--- config.mk ---
export PLATFORM = sky130hd
export DESIGN_NAME = fpga_status_led_ctrl
export DESIGN_NICKNAME = d
export VERILOG_FILES = /design/src/rtl/fpga_status_led_ctrl.sv
export SDC_FILE = /design/constraint.sdc
export NUM_CORES = 1
export LEC_CHECK = 0
export ABC_AREA = 1
export CAP_MARGIN = 15
export CORE_ASPECT_RATIO = 0.75
export CORE_MARGIN = 1
export CORE_UTILIZATION = 55
export CTS_CLUSTER_DIAMETER = 200
export DETAILED_ROUTE_END_ITERATION = 10
export PLACE_DENSITY = 0.77
export SLEW_MARGIN = 10
export SYNTH_ARGS = -nofsm -noshare
export SYNTH_HDL_FRONTEND = slang
export SYNTH_SLANG_ARGS = --single-unit
--- constraint.sdc ---
create_clock -name clk_i -period 3.2 [get_ports clk_i]
set_clock_uncertainty 0.1 [all_clocks]
set_input_delay 0.64 -clock clk_i [delete_from_list [all_inputs] [get_ports clk_i]]
set_output_delay 0.64 -clock clk_i [all_outputs]
set_load 0.005 [all_outputs]
--- src/rtl/fpga_status_led_ctrl.sv ---
// Board status LED controller: free-running prescaler, per-channel OFF/ON/BLINK/EVENT
// modes with pulse stretching, and a latched pass/fail exit override on all LEDs.
module fpga_status_led_ctrl #(
  parameter  int unsigned NUM_LED   = 4,
  parameter  int unsigned CNT_W     = 27,
  parameter  int unsigned STRETCH_W = 20,
  localparam int unsigned SEL_W     = $clog2(CNT_W)
) (
  input  logic                     clk_i,
  input  logic                     rst_i,
  input  logic [2*NUM_LED-1:0]     mode_i,
  input  logic [SEL_W*NUM_LED-1:0] blink_sel_i,
  input  logic [NUM_LED-1:0]       event_i,
  input  logic                     exit_valid_i,
  input  logic [31:0]              exit_value_i,
  output logic [NUM_LED-1:0]       led_o,
  output logic                     heartbeat_o,
  output logic                     exit_seen_o,
  output logic                     exit_pass_o
);

  localparam logic [1:0] MODE_OFF   = 2'd0;
  localparam logic [1:0] MODE_ON    = 2'd1;
  localparam logic [1:0] MODE_BLINK = 2'd2;
  localparam logic [1:0] MODE_EVENT = 2'd3;

  logic [CNT_W-1:0]     r_cnt;
  logic [STRETCH_W-1:0] r_stretch [NUM_LED];
  logic [NUM_LED-1:0]   r_led;
  logic                 r_exit_seen;
  logic                 r_exit_pass;

  logic [NUM_LED-1:0]   w_blink;
  logic [NUM_LED-1:0]   w_led_nxt;

  // Prescaler and exit latch; the latch only clears on reset.
  always_ff @(posedge clk_i) begin
    if (rst_i) begin
      r_cnt       <= '0;
      r_exit_seen <= 1'b0;
      r_exit_pass <= 1'b0;
    end else begin
      r_cnt <= r_cnt + CNT_W'(1);
      if (exit_valid_i && !r_exit_seen) begin
        r_exit_seen <= 1'b1;
        r_exit_pass <= (exit_value_i == 32'd0);
      end
    end
  end

  // Stretch counters run in every mode; a new event reloads the full length.
  always_ff @(posedge clk_i) begin
    for (int i = 0; i < int'(NUM_LED); i++) begin
      if (rst_i) begin
        r_stretch[i] <= '0;
      end else if (event_i[i]) begin
        r_stretch[i] <= '1;
      end else if (r_stretch[i] != '0) begin
        r_stretch[i] <= r_stretch[i] - STRETCH_W'(1);
      end
    end
  end

  // Blink tap per channel; selects beyond the counter clamp to its MSB.
  always_comb begin
    w_blink = '0;
    for (int i = 0; i < int'(NUM_LED); i++) begin
      if (32'(blink_sel_i[i*SEL_W +: SEL_W]) >= 32'(CNT_W)) begin
        w_blink[i] = r_cnt[CNT_W-1];
      end else begin
        w_blink[i] = r_cnt[blink_sel_i[i*SEL_W +: SEL_W]];
      end
    end
  end

  always_comb begin
    w_led_nxt = '0;
    for (int i = 0; i < int'(NUM_LED); i++) begin
      case (mode_i[2*i +: 2])
        MODE_OFF:   w_led_nxt[i] = 1'b0;
        MODE_ON:    w_led_nxt[i] = 1'b1;
        MODE_BLINK: w_led_nxt[i] = w_blink[i];
        MODE_EVENT: w_led_nxt[i] = event_i[i] | (r_stretch[i] != '0);
        default:    w_led_nxt[i] = 1'b0;
      endcase
    end
    // Exit pattern: solid on pass, fast blink on fail.
    if (r_exit_seen) begin
      w_led_nxt = r_exit_pass ? '1 : {NUM_LED{r_cnt[CNT_W-4]}};
    end
  end

  always_ff @(posedge clk_i) begin
    if (rst_i) begin
      r_led <= '0;
    end else begin
      r_led <= w_led_nxt;
    end
  end

  assign led_o       = r_led;
  assign heartbeat_o = r_cnt[CNT_W-1];
  assign exit_seen_o = r_exit_seen;
  assign exit_pass_o = r_exit_pass;

endmodule
==> results of run 1 <==
## Yosys cell counts
master,instances,area (sq um)
nand2_1,271,1020
nor2_1,146,548
inv_1,109,409
nand3_1,82,410
edfxtp_1,80,2400
o21ai_0,51,255
a21oi_1,46,230
dfxtp_1,33,661
nor3_1,31,155
xnor2_1,30,263
xor2_1,21,184
nor4_1,16,100
nand4_1,15,93.8
buf_2,13,65.1
clkbuf_1,12,45.0
o211ai_1,11,82.6
a31oi_1,7,43.8
ha_1,6,75.1
o31ai_1,6,45.0
inv_2,5,18.8
nand3b_1,5,37.5
nor2_2,5,31.3
nor3_2,5,50.1
buf_4,4,30.0
o21ai_1,4,20.0
nand2_2,3,18.8
nand3_2,3,30.0
o21a_1,3,22.5
buf_1,2,7.51
nor3_4,2,32.5
or2_2,2,12.5
a211oi_1,1,7.51
a22o_1,1,8.76
clkbuf_2,1,5.00
clkinv_1,1,3.75
nand4_2,1,12.5
nor2_4,1,11.3
nor3b_1,1,7.51
nor3b_2,1,12.5
o31a_1,1,8.76
or2_0,1,6.26
or3_1,1,6.26
## final timing paths
| check | start | cells past startpoint | slack [ps] | to |
|---|---|---|---|---|
| setup / recovery | r_stretch[0][0] | 12 | 590 | r_stretch[0][4] |
| hold / removal | r_cnt[0] | 1 | 390 | r_cnt[0] |
| setup reg to reg | r_stretch[0][0] | 12 | 590 | r_stretch[0][4] |
| hold reg to reg | r_cnt[0] | 1 | 390 | r_cnt[0] |
## flip-flops by register name (all words and copies together) (netlist names)
name         cells
exit_pass_o      1
exit_seen_o      1
led_o            4
r_cnt           27
r_stretch       80
## power by group through the flow
stage          clock network (mW)  logic, mW  registers (mW)
3_5_place_dp                    0      0.585            1.81
4_1_cts                      2.01      0.593            1.79
6_report                     2.00      0.596            1.79
2_1_floorplan                   0      0.398            1.79
3_3_place_gp                    0      0.573            1.81
5_1_grt                      2.09      0.671            1.80
## cell families after synthesis
group | count (synthesis)
compound gates | 131
xor+xnor | 51
fa+ha+maj | 6
buf+inv | 147
flops | 113
simple gates | 592
## routing by layer
| metal | up-vias | global-route usage [%] |
|---|---|---|
| li1 | 3588 | - |
| met1 | 3253 | 42.0 |
| met2 | 348 | 43.7 |
| met4 | 0 | 10.5 |
| met3 | 40 | 6.49 |
| met5 | - | 0 |
## per-stage QoR
step / power (mW) / hold WS (ps) / utilization, %
2_1_floorplan: 2.19 / 351 / -
3_3_place_gp: 2.39 / 376 / 63.7
3_5_place_dp: 2.40 / 381 / 63.7
4_1_cts: 4.39 / 394 / 68.4
5_1_grt: 4.57 / 417 / 68.4
6_report: 4.39 / 391 / 68.4
## cell type report
cell class,count,area (sq um),share of cell area (%)
clock buffers,22,464,5.16
multi-input cells,780,3840,42.7
clock inverters,10,158,1.75
flip-flops and latches,113,3060,34.0
repair buffers,86,828,9.20
inverters,115,432,4.80
well taps,171,214,2.38
==> impl_metrics.py, run 1 <==
metrics = {
    "cts": {
        "post_cts_resized": 0,
        "root_buffer": "clkbuf_16",
        "cts_num_sinks": 113,
        "numCtsBuffers": 17,
        "clkLatencyLatePin_ps": 420,
        "cts_tree": "built",
        "hold_buffers": 0,
        "clkTransAtPathRegs_ps": 50,
        "cts.htree.levels": 4,
        "post_cts_buffers": 0,
        "cts.path.max_buffers": 2,
    },
    "cells_and_area": {
        "final_cell_mix": "nand2_1 (271), nor2_1 (146), inv_1 (109), nand3_1 (82), edfxtp_1 (80)",
        "syn2layout_area_growth_pct": 20.2,
        "stdcell_count": 1297,
        "fillers": 1129,
        "nNetsFinal": 1186,
        "final_common_cell": "nand2_1",
        "n_antenna_cell": 0,
        "fin_area_sq_um": 9000,
        "drive_gt1_share_pct": 6.13,
    },
    "pwr": {
        "cellInternalPower_mw": 3.29,
        "combPwrFrac_pct": 13.6,
        "power_switching_mw": 1.10,
        "p_leak_nw": 3.82,
        "power_frac_seq_pct": 40.8,
        "power_density_nw_per_um2": 487,
        "swShare_pct": 25.0,
        "ir_drop_mv": 0.483,
        "pwr-share-clk_pct": 45.6,
    },
    "synth": {
        "synth.avg_cell_area_sq_um": 7.20,
        "synthCells": 1040,
        "synth_area_sq_um": 7490,
        "yosys.area_share.adder_pct": 1.00,
        "synth-xor-area-share_pct": 5.97,
        "synth_compound_area_share_pct": 9.68,
        "syn_nets": 1113,
        "synth_cell_type_count": 42,
        "ys_ff_latch": 113,
        "yosys-mux-area-fraction_pct": 0,
        "ys_seq_area_share_pct": 40.9,
        "ys_warn_count": 0,
        "synth_top_family_by_area": "simple AND/OR/NAND/NOR gates",
        "yosys.area_share.simple_pct": 34.6,
    },
    "worst_setup_path": {
        "path_max_fanout": 13,
        "critPathTopFamily": "simple AND/OR/NAND/NOR gates",
        "cp_common_cell": "nand3_1",
        "start_kind": "register",
        "required_ps": 3260,
        "worst-path-buf-inv": 3,
        "path_class": "register to register",
        "cp_slowest_cell": "edfxtp_1",
        "slowest_delay_ps": 400,
        "crit_path_end_kind": "register",
        "cp.arrival_ps": 2670,
        "crit_path_cell_trace": "inv_1, ha_1, inv_1, nor2_1, nand3_1, nor3_2, nand3_2, nor2_1, nand3_1, nor3_1, nand3_1, buf_4",
    },
    "grt": {
        "grt_pass1_vias": 6353,
        "antenna_found_initial": 0,
        "grt_max_degree": 25,
        "grt_usage_pct": 29.4,
        "grt_remaining_overflow": 0,
        "grt_first_pass_wirelength_microns": 31500,
    },
    "detailed_routing": {
        "firstDrtPassIters": 6,
        "wl_met1_microns": 9000,
        "highest_layer": "met4",
        "drc": 0,
        "wl_microns": 20000,
        "drt-wirelength-per-cell_microns": 15.4,
        "route.met3.wl_microns": 1950,
        "route.met2.wl_microns": 8580,
        "ant_nets": 0,
        "vias": 7229,
        "drtIter0Drc": 715,
        "viasPerCell": 5.57,
    },
    "die": {
        "coreArea_sq_um": 13200,
        "die_area_sq_um": 14100,
        "pin_count": 74,
        "die_h_microns": 103,
        "placementRows": 36,
        "die_w_microns": 137,
        "start_util_pct": 56.9,
    },
    "timing": {
        "fmax_mhz": 383,
        "drv_slew": 0,
        "slew_headroom_pct": 49.3,
        "tns_ps": 0,
        "hold_viol_final": 0,
        "min_period_ps": 2610,
        "post-route-period-util_pct": 81.6,
        "rsz0062_at_grt": "false",
        "setup_viol": 0,
        "layout_setup_ws_ps": 588,
        "max_slew.worst_pin.slew_ps": 753,
    },
    "job": {
        "drv_cap": 0,
    },
    "placement": {
        "dp_cells": 1265,
        "dpl_worst_slack_ps": 419,
        "placedInstanceArea_sq_um": 8380,
        "gp_congestion": 0.953,
        "hpwl_microns": 14400,
        "io_buffers": 73,
    },
    "worst_hold_path": {
        "hp-class": "register to register",
    },
    "outcome": {
        "run_status": "completed",
    },
}
Power figures use the tool's default switching activity.
==> run 2: changes to the inputs <==
==> constraint.sdc (replaced) <==
create_clock -name clk_i -period 2.6 [get_ports clk_i]
set_clock_uncertainty 0.1 [all_clocks]
set_input_delay 0.52 -clock clk_i [delete_from_list [all_inputs] [get_ports clk_i]]
set_output_delay 0.52 -clock clk_i [all_outputs]
set_load 0.005 [all_outputs]
==> run 2 against run 1 <==
Net effect:
- global-route usage up 0.61 points
- worst hold slack better by 23 ps
- sequential power up 23%
- critical path depth unchanged
- total power up 23%
==> impl_metrics.py, run 2 (same netlist as run 1, synthesis figures left out) <==
metrics = {
    "cts": {
        "root_buffer": "clkbuf_16",
        "cts.path.max_buffers": 2,
        "clkLatencyLatePin_ps": 420,
        "cts_num_sinks": 113,
        "numCtsBuffers": 17,
        "hold_buffers": 0,
        "cts.htree.levels": 4,
        "clkTransAtPathRegs_ps": 50,
        "cts_tree": "built",
    },
    "grt": {
        "grt_max_degree": 23,
        "grt_usage_pct": 30.0,
        "grt_first_pass_wirelength_microns": 32500,
        "grt_pass1_vias": 6531,
        "antenna_found_initial": 0,
        "grt_remaining_overflow": 0,
    },
    "detailed_routing": {
        "ant_nets": 0,
        "drc": 0,
        "drtIter0Drc": 856,
        "drt-wirelength-per-cell_microns": 15.6,
        "wl_microns": 20500,
        "viasPerCell": 5.59,
        "vias": 7349,
        "firstDrtPassIters": 7,
    },
    "cells_and_area": {
        "regMostFlops": "r_stretch",
        "final_common_cell": "nand2_1",
        "syn2layout_area_growth_pct": 22.4,
        "nNetsFinal": 1204,
        "largest_reg_flops": 80,
        "n_antenna_cell": 0,
        "stdcell_count": 1315,
        "fillers": 1059,
        "final_cell_mix": "nand2_1 (270), nor2_1 (145), inv_1 (109), edfxtp_1 (80), nand3_1 (79)",
        "final_util_pct": 69.7,
        "fin_area_sq_um": 9170,
        "drive_gt1_share_pct": 8.22,
    },
    "die": {
        "die_w_microns": 137,
        "die_h_microns": 103,
        "placementRows": 36,
        "die_area_sq_um": 14100,
        "start_util_pct": 56.9,
        "pin_count": 74,
        "coreArea_sq_um": 13200,
    },
    "worst_setup_path": {
        "r2r_setup_slack_ps": 80,
        "crit_path_end_kind": "register",
        "required_ps": 2680,
        "path_class": "register to register",
        "start_kind": "register",
        "cp.arrival_ps": 2600,
        "path_max_fanout": 6,
    },
    "placement": {
        "io_buffers": 73,
        "hpwl_microns": 14500,
        "dp_cells": 1280,
        "gp_congestion": 0.961,
        "placedInstanceArea_sq_um": 8490,
    },
    "pwr": {
        "total_power_mw": 5.38,
        "power_density_nw_per_um2": 587,
        "ir_drop_mv": 0.752,
        "p_leak_nw": 3.90,
    },
    "timing": {
        "max_slew.worst_pin.slew_ps": 664,
        "post-route-period-util_pct": 97.0,
        "drv_slew": 0,
        "setup_viol": 0,
        "min_period_ps": 2520,
        "slew_headroom_pct": 55.2,
        "hold_viol_final": 0,
        "fmax_mhz": 397,
        "tns_ps": 0,
    },
    "job": {
        "drv_cap": 0,
    },
    "worst_hold_path": {
        "hp-class": "register to register",
    },
    "outcome": {
        "run_status": "completed",
    },
}
run 2: cell count changes in the layout (fill, tap and decap cells not counted), sizes merged:
cell	previous run	this run
clkinvlp	2	1
clkinv	5	9
clkbuf	22	19
buf	13	31
run 2: area by class of cell:
class	instances	area (sq um)	area share, %
clock buffer	19	433	4.72
timing repair buffer	104	971	10.6
inverter	115	432	4.71
clock inverter	13	168	1.83
multi-input combinational	780	3880	42.4
sequential	113	3060	33.4
tap	171	214	2.33
run 2: stage by stage:
stage,setup WS [ps],hold slack (ps)
2_1_floorplan,2.10,351
3_3_place_gp,227,397
3_5_place_dp,159,398
4_1_cts,109,406
5_1_grt,-89.5,440
6_report,78.0,414
run 2: metal layers:
metal | track usage, % | share of wire (%) | up-vias
li1 | - | - | 3636
met4 | 7.61 | 1.5 | 0
met1 | 43.1 | 45 | 3330
met3 | 5.56 | 8.8 | 40
met2 | 46.6 | 44 | 343
met5 | 0 | 0 | -
run 2: what timing repair did:
item,in CTS,in global routing
setup buffers,0,2
gates resized for setup,0,14
endpoints found under the setup margin,0,67
run 2: report_power, final:
| part | switching [mW] | internal, mW |
|---|---|---|
| Sequential | 0.130 | 2.08 |
| Combinational | 0.422 | 0.336 |
| Clock | 0.827 | 1.58 |
run 2: path summary, 6_finish.rpt:
kind / startpoint / to / depth (start not counted)
min: exit_pass_o / exit_pass_o / 2
max: r_stretch[0][0] / r_stretch[0][0] / 12
max reg2reg: r_stretch[0][0] / r_stretch[0][0] / 12
min reg2reg: exit_pass_o / exit_pass_o / 2
run 2: critical path: stages (launching register included):
cell	delay, ps
edfxtp_1	380
inv_1	110
ha_2	210
inv_1	70
nor2_1	140
nand3_2	140
nor3_4	230
nand3_2	160
nor2_4	140
nand3_2	110
nor3_2	150
nand3_2	160
buf_4	200
==> run 3: changes to the inputs <==
--- a/config.mk
+++ b/config.mk
@@ -9,10 +9,9 @@
 export CAP_MARGIN = 15
 export CORE_ASPECT_RATIO = 0.75
 export CORE_MARGIN = 1
-export CORE_UTILIZATION = 55
-export CTS_CLUSTER_DIAMETER = 200
+export CORE_UTILIZATION = 53
 export DETAILED_ROUTE_END_ITERATION = 10
-export PLACE_DENSITY = 0.77
+export PLACE_DENSITY = 0.78
 export SLEW_MARGIN = 10
 export SYNTH_ARGS = -nofsm -noshare
 export SYNTH_HDL_FRONTEND = slang
==> constraint.sdc (replaced) <==
create_clock -name clk_i -period 2.2 [get_ports clk_i]
set_clock_uncertainty 0.1 [all_clocks]
set_input_delay 0.44 -clock clk_i [delete_from_list [all_inputs] [get_ports clk_i]]
set_output_delay 0.44 -clock clk_i [all_outputs]
set_load 0.005 [all_outputs]
==> run 3 against run 2 <==
Net effect:
- critical endpoint is now r_stretch[0][10]
- cell area increased by 7.0%
- final cell count increased by 4.6%
- sequential power increased by 18%
- utilization increased by 1.7 points
- the run now ends with negative setup slack left
- non-clock buffer count increased by 55
- die area increased by 3.7%
- critical path type unchanged
- via count increased by 4.3%
==> impl_metrics.py, run 3 (same netlist as run 1, synthesis figures left out) <==
metrics = {
    "grt": {
        "grt_remaining_overflow": 0,
        "grt_first_pass_wirelength_microns": 34700,
        "grt_usage_pct": 30.2,
        "grt_max_degree": 23,
        "antenna_found_initial": 0,
        "grt_pass1_vias": 7125,
    },
    "timing": {
        "slew_headroom_pct": 68.7,
        "drv_slew": 0,
        "setup_viol": 27,
        "fmax_mhz": 438,
        "holdWs_ps": 404,
        "rsz0062_at_grt": "true",
        "hold_viol_final": 0,
        "post-route-period-util_pct": 104,
        "layout_setup_ws_ps": -82.8,
        "max_slew.worst_pin.slew_ps": 464,
        "min_period_ps": 2280,
    },
    "cells_and_area": {
        "final_util_pct": 71.3,
        "stdcell_count": 1376,
        "nNetsFinal": 1261,
        "regMostFlops": "r_stretch",
        "largest_reg_flops": 80,
        "drive_gt1_share_pct": 15.2,
        "n_antenna_cell": 0,
        "final_cell_mix": "nand2_1 (266), nor2_1 (135), inv_1 (101), edfxtp_1 (80), buf_4 (78)",
        "syn2layout_area_growth_pct": 31.0,
        "final_common_cell": "nand2_1",
    },
    "cts": {
        "hold_buffers": 0,
        "cts.path.max_buffers": 2,
        "clkLatencyLatePin_ps": 430,
        "root_buffer": "clkbuf_16",
        "cts.htree.levels": 4,
        "numCtsBuffers": 17,
        "cts_num_sinks": 113,
        "clkTransAtPathRegs_ps": 60,
        "cts_tree": "built",
    },
    "worst_setup_path": {
        "required_ps": 2290,
        "r2r_setup_slack_ps": -80,
        "path_max_fanout": 4,
        "r2r_start": "r_stretch[0][0]",
        "cp.arrival_ps": 2370,
        "path_class": "register to register",
        "critPathCapture": "r_stretch[0][10]",
        "start_kind": "register",
        "crit_path_end_kind": "register",
        "r2r_cells": 12,
        "r2r-end": "r_stretch[0][10]",
        "startpoint": "r_stretch[0][0]",
    },
    "pwr": {
        "power_density_nw_per_um2": 662,
        "combPwrFrac_pct": 16.2,
        "power_frac_seq_pct": 40.2,
        "pwr-share-clk_pct": 43.6,
        "power_switching_mw": 1.77,
        "swShare_pct": 27.3,
        "cellInternalPower_mw": 4.72,
        "ir_drop_mv": 0.603,
        "p_leak_nw": 4.19,
    },
    "placement": {
        "dpl_worst_slack_ps": -29.5,
        "dp_cells": 1321,
        "hpwl_microns": 15000,
        "gp_congestion": 0.998,
        "io_buffers": 73,
    },
    "die": {
        "coreArea_sq_um": 13700,
        "die_area_sq_um": 14600,
        "start_util_pct": 54.5,
        "placementRows": 37,
        "die_h_microns": 105,
        "pin_count": 74,
        "die_w_microns": 139,
    },
    "detailed_routing": {
        "firstDrtPassIters": 8,
        "vias": 7665,
        "viasPerCell": 5.57,
        "drc": 0,
        "drtIter0Drc": 777,
        "ant_nets": 0,
        "drt-wirelength-per-cell_microns": 15.7,
        "wl_microns": 21600,
    },
    "outcome": {
        "violations": "negative setup slack",
        "run_status": "finished, violations left",
    },
    "job": {
        "drv_cap": 0,
    },
    "worst_hold_path": {
        "hp-class": "register to register",
    },
}
==> run 3: what timing repair did <==
action	in CTS	in global routing
pin swaps	0	16
setup buffers	12	9
setup endpoints to repair	63	121
resized for setup	4	56
cloned	0	2
==> run 3: critical path: stages (launching register included) <==
cell and delay, ps:
edfxtp_1 400, inv_2 110, ha_4 150, inv_2 50, nor2_4 100, nand3_4 90, nor3_4 210, nand3_2 150
nor2_4 140, nand3_2 100, nor3_4 160, nand3_4 110, buf_4 180
==> run 3: cell type report <==
| class | instances | area (sq um) |
|---|---|---|
| multi-input combinational | 780 | 4050 |
| timing repair inverter | 2 | 13.8 |
| fill | 1052 | 3940 |
| clock inverter | 13 | 160 |
| timing repair buffer | 159 | 1430 |
| inverter | 115 | 445 |
| clock buffer | 19 | 433 |
| sequential | 113 | 3060 |
| tap | 175 | 219 |
==> run 3: worst min-delay path by stage <==
stage,startpoint,to,slack (ps),depth (start not counted)
2_1_floorplan,r_cnt[0],r_cnt[0],350,1
3_3_place_gp,r_cnt[25],r_cnt[25],380,2
3_5_place_dp,r_cnt[25],r_cnt[25],400,2
4_1_cts,r_cnt[25],r_cnt[25],400,2
5_1_grt,r_cnt[25],r_cnt[25],420,2
6_report,r_cnt[25],r_cnt[25],400,2
==> run 3: power by group through the flow <==
stage | combinational (mW) | clock (mW) | sequential (mW)
after floorplan | 0.590 | 0 | 2.60
after global placement | 0.924 | 0 | 2.63
after detailed placement | 0.942 | 0 | 2.64
after CTS | 0.970 | 2.83 | 2.60
after global routing | 1.17 | 2.93 | 2.63
final | 1.05 | 2.83 | 2.61
==> run 3: stage by stage <==
step / cell area (sq um) / setup TNS [ps] / total power, mW
finish: 9810 / -1750 / 6.49
global route: 9810 / -9540 / 6.73
CTS: 9560 / -265 / 6.40
detailed placement: 8860 / -581 / 3.58
global placement: 8860 / 0 / 3.56
floorplan: 7550 / -5220 / 3.19
==> run 3: per-layer routing <==
metal / part of all wire (%) / GRT usage, %
met1: 44 / 41.6
met4: 2.6 / 12.0
met3: 8.9 / 6.37
met2: 44 / 46.3
met5: 0 / 0
